### src/rtl/ser_data_receiver.sv
// rtl/ser_data_receiver.sv - 8N1 LSB-first serial receiver with mid-bit sampling
module ser_data_receiver #(
    parameter int CLKS_PER_BIT = 434,
    parameter int DATA_W       = 8
) (
    input  logic              clk,
    input  logic              rst_n,
    input  logic              en,
    input  logic              rx,
    output logic [DATA_W-1:0] rx_data,
    output logic              rx_done,
    output logic              frame_err,
    output logic              busy
);

    localparam int CNT_W = $clog2(CLKS_PER_BIT);
    localparam int IDX_W = (DATA_W > 1) ? $clog2(DATA_W) : 1;

    localparam logic [CNT_W-1:0] CNT_LAST = CNT_W'(CLKS_PER_BIT - 1);
    localparam logic [CNT_W-1:0] CNT_HALF = CNT_W'(CLKS_PER_BIT / 2 - 1);
    localparam logic [IDX_W-1:0] IDX_LAST = IDX_W'(DATA_W - 1);

    typedef enum logic [2:0] {
        S_IDLE,
        S_START,
        S_DATA,
        S_STOP,
        S_BREAK
    } state_t;

    state_t             state_q, state_d;
    logic [CNT_W-1:0]   cnt_q, cnt_d;
    logic [IDX_W-1:0]   idx_q, idx_d;
    logic [DATA_W-1:0]  shift_q, shift_d;
    logic [DATA_W-1:0]  rx_data_q, rx_data_d;
    logic               rx_done_q, rx_done_d;
    logic               frame_err_q, frame_err_d;
    logic               busy_q, busy_d;
    logic               rx_meta_q, rx_meta_d;
    logic               rx_s_q, rx_s_d;

    assign rx_data   = rx_data_q;
    assign rx_done   = rx_done_q;
    assign frame_err = frame_err_q;
    assign busy      = busy_q;

    // Next-state logic: synchroniser shift, frame FSM, counters and output strobes
    always_comb begin
        rx_meta_d   = rx;
        rx_s_d      = rx_meta_q;
        state_d     = state_q;
        cnt_d       = cnt_q;
        idx_d       = idx_q;
        shift_d     = shift_q;
        rx_data_d   = rx_data_q;
        rx_done_d   = 1'b0;
        frame_err_d = 1'b0;

        if (!en) begin
            state_d = S_IDLE;
            cnt_d   = '0;
            idx_d   = '0;
        end else begin
            unique case (state_q)
                S_IDLE: begin
                    cnt_d = '0;
                    if (!rx_s_q) begin
                        state_d = S_START;
                    end
                end
                S_START: begin
                    if (cnt_q == CNT_HALF) begin
                        cnt_d   = '0;
                        idx_d   = '0;
                        // A start bit that is high again at its midpoint is a glitch
                        state_d = rx_s_q ? S_IDLE : S_DATA;
                    end else begin
                        cnt_d = cnt_q + 1'b1;
                    end
                end
                S_DATA: begin
                    if (cnt_q == CNT_LAST) begin
                        cnt_d          = '0;
                        shift_d[idx_q] = rx_s_q;
                        if (idx_q == IDX_LAST) begin
                            state_d = S_STOP;
                        end else begin
                            idx_d = idx_q + 1'b1;
                        end
                    end else begin
                        cnt_d = cnt_q + 1'b1;
                    end
                end
                S_STOP: begin
                    if (cnt_q == CNT_LAST) begin
                        cnt_d = '0;
                        if (rx_s_q) begin
                            rx_data_d = shift_q;
                            rx_done_d = 1'b1;
                            state_d   = S_IDLE;
                        end else begin
                            frame_err_d = 1'b1;
                            state_d     = S_BREAK;
                        end
                    end else begin
                        cnt_d = cnt_q + 1'b1;
                    end
                end
                S_BREAK: begin
                    // A held-low line must return high before a new start bit counts
                    if (rx_s_q) begin
                        state_d = S_IDLE;
                    end
                end
                default: begin
                    state_d = S_IDLE;
                end
            endcase
        end

        busy_d = (state_d != S_IDLE);
    end

    // State and output registers with synchronous active-low reset
    always_ff @(posedge clk) begin
        if (!rst_n) begin
            state_q     <= S_IDLE;
            cnt_q       <= '0;
            idx_q       <= '0;
            shift_q     <= '0;
            rx_data_q   <= '0;
            rx_done_q   <= 1'b0;
            frame_err_q <= 1'b0;
            busy_q      <= 1'b0;
            rx_meta_q   <= 1'b1;
            rx_s_q      <= 1'b1;
        end else begin
            state_q     <= state_d;
            cnt_q       <= cnt_d;
            idx_q       <= idx_d;
            shift_q     <= shift_d;
            rx_data_q   <= rx_data_d;
            rx_done_q   <= rx_done_d;
            frame_err_q <= frame_err_d;
            busy_q      <= busy_d;
            rx_meta_q   <= rx_meta_d;
            rx_s_q      <= rx_s_d;
        end
    end

endmodule

### config.mk
export PLATFORM = sky130hd
export DESIGN_NAME = ser_data_receiver
export DESIGN_NICKNAME = d
export VERILOG_FILES = /design/src/rtl/ser_data_receiver.sv
export SDC_FILE = /design/constraint.sdc
export NUM_CORES = 1
export LEC_CHECK = 0
export CAP_MARGIN = 10
export CORE_ASPECT_RATIO = 1.1
export CORE_UTILIZATION = 43
export DETAILED_ROUTE_END_ITERATION = 6
export HOLD_SLACK_MARGIN = 0.02
export MAX_ROUTING_LAYER = met4
export PLACE_DENSITY = 0.71
export SLEW_MARGIN = 0
export SYNTH_ARGS = -nofsm -noshare
export SYNTH_HDL_FRONTEND = slang
export SYNTH_SLANG_ARGS = --single-unit
### constraint.sdc
create_clock -name clk -period 4.3 [get_ports clk]
set_input_delay 0.86 -clock clk [delete_from_list [all_inputs] [get_ports clk]]
set_output_delay 0.86 -clock clk [all_outputs]
set_load 0.03 [all_outputs]
==> flow_metrics.tcl <==
set metrics [dict create \
    status "finished clean" \
    die_w_um 62.7 \
    cp.required_ns 3.44 \
    clock-sinks 36 \
    path_max_fanout 2 \
    layout-drive-gt1-share_pct 5.74 \
    cts_max_level 2 \
    p_per_area_nw_per_um2 304 \
    insertion_delay_ns 0.29 \
    finalSetupViolCount 0 \
    post_cts_buffers 0 \
    mostFrequentLayoutCell "dfxtp_1" \
    topRoutingLayerUsed "met4" \
    cts_buffer_depth 2 \
    start_util_pct 46.2 \
    slew_headroom_pct 67.2 \
    drt_first_pass_iters 4 \
    ir_drop_mv 0.139 \
    ys_ff_latch 36 \
    syn-cell-area_sq_um 1740 \
    slew_viol_final 0 \
    crit_path_max_incr_delay_ns 0.68 \
    clk_pin_slew_ns 0.07 \
    drc_errors 0 \
    postCtsHoldBufs 0 \
    cts_root_buffer "clkbuf_8" \
    rows 23 \
    avgSynthCellArea_sq_um 8.75 \
    place_inst 251 \
    yosysUniqueCellTypes 43 \
    end_kind "primary output" \
    fin_ws_ns 2.14 \
    wl_met3_um 126 \
    worstPathCellList "clkdlybuf4s50_1" \
    cpMaxStageDelayCell "clkdlybuf4s50_1" \
    antenna_found_initial 0 \
    ctsResizeCount 0 \
    wirelength_mm 3.33 \
    mostFrequentLayoutCells "dfxtp_1 (36), nor2_1 (31), nand2_1 (17)" \
    pre_cts_ws_ns 1.93 \
    clock.fmax_mhz 464 \
    grt_max_degree 18 \
    die_area_sq_um 4310 \
    avgViaCountPerCell 5.30 \
    area_growth_pct 13.6 \
    ant_nets 0 \
    dr_wl_met2_mm 1.46 \
    dp_hpwl_mm 2.30 \
    fin_skew_ns 0.00424 \
    met1_length_mm 1.69 \
    tritoncts "done" \
    final_core_util_pct 52.5 \
    wl_per_cell_um 12.8 \
    hold_class "reg -> reg" \
    grt_pass1_wl_mm 5.78 \
    fin_crit_ns 2.16 \
    r2r_slack_ns 2.26 \
    final_cells 259 \
    synth_nets 208 \
    power.leakage_nw 0.678 \
    hold_violations 0 \
    grt_util_all_layers_pct 17.9 \
    tns_ns 0 \
    cap_violations 0 \
    ys_seq_area_share_pct 41.4 \
    grt_pass1_vias 1242 \
    power_uw 602 \
    crit_type "reg -> out" \
    numPortBuffers 14 \
    worstSetupStartpointType "flip-flop" \
    io_pins 15 \
    critPathTopFamily "buffers and inverters" \
    syn_inst 199 \
    arrival_ns 1.30 \
    fp.dieH_um 68.8 \
    overflow 0 \
    vias 1373 \
    yosys_warnings 0 \
    worst_pin_slew_ns 0.491 \
    core_area_sq_um 3770 \
    num-nets-final 217 \
    rsz0062_at_grt "no" \
    drt_iter0_markers 93 \
    cts_buffers 5 \
    place.gp.congestion 0.747 \
    period_share_pct 50.2 \
    diodes 0 \
    critPathBufInv 1 \
]
## path summary, 6_finish.rpt
path / start / end / cells after the start
setup reg to reg: state_q[2] / shift_q[0] / 5
hold reg to reg: rx_meta_q / rx_s_q / 1
setup / recovery: rx_data[7] / rx_data[7] / 1
hold / removal: rx_meta_q / rx_s_q / 1
## flip-flops by register name (all words and copies together), names as in the netlist
signal     flops
cnt_q          9
rx_data        8
shift_q        8
idx_q          3
state_q        3
busy           1
frame_err      1
rx_done        1
rx_meta_q      1
rx_s_q         1
## where the power goes
| part | switching [mW] | internal (mW) |
|---|---|---|
| sequential | 0.00209 | 0.335 |
| combinational | 0.0101 | 0.00566 |
| clock | 0.119 | 0.130 |
## cell usage after synthesis, drive strengths merged
master	number	share of area [%]
nor4	5	2.7
a31oi	6	2.2
a21oi	6	1.7
ha	5	3.6
nand4	4	1.4
a21o	1	0.43
a311oi	1	0.50
nor2	32	7.3
inv	4	0.86
or4b	1	0.79
clkbuf	8	1.9
a211oi	2	0.86
or3	1	0.36
dfxtp	36	41
nor3b	1	0.43
nand3b	4	1.7
buf	4	1.5
mux2i	16	9.2
and2	2	0.72
nor4b	3	1.9
nor3	4	1.1
o2bb2ai	1	0.50
nor2b	1	0.36
and4	2	1.0
o21a	2	0.86
or3b	3	1.5
a22oi	4	1.7
or2	2	0.72
nand3	10	2.9
nand2	17	3.7
a21boi	2	0.86
clkinv	1	0.22
o21ai	4	1.1
nand2b	2	0.72
and4bb	1	0.72
xor2	1	0.50
## area by class of cell
class / count / area, sq um
clock buffers: 7 / 86.3
well taps: 50 / 62.6
fillers: 347 / 1790
repair buffers: 14 / 140
multi-input cells: 146 / 942
clock inverters: 1 / 7.51
inverters: 5 / 18.8
flip-flops and latches: 36 / 721
## metal layers
metal,vias to the layer above,GRT usage (%)
li1,723,-
met1,623,23.0
met2,21,26.1
met3,6,5.26
met4,0,7.56
met5,-,-
## cells by family after synthesis
kind of cell    after synthesis  synth area share (%)
compound gates               29                  10.8
xor+xnor                      1                 0.503
fa+ha+maj                     5                  3.59
buf+inv                      17                  4.53
flops                        36                  41.4
mux                          16                  9.20
simple gates                 95                  30.0
## through the flow
stage / area [sq um] / hold WS (ns)
after global placement: 1880 / 0.402
after global routing: 1980 / 0.463
final: 1980 / 0.434
after detailed placement: 1880 / 0.412
after floorplan: 1740 / 0.386
after CTS: 1980 / 0.436
Note: power is estimated with default switching activity, not from simulation.
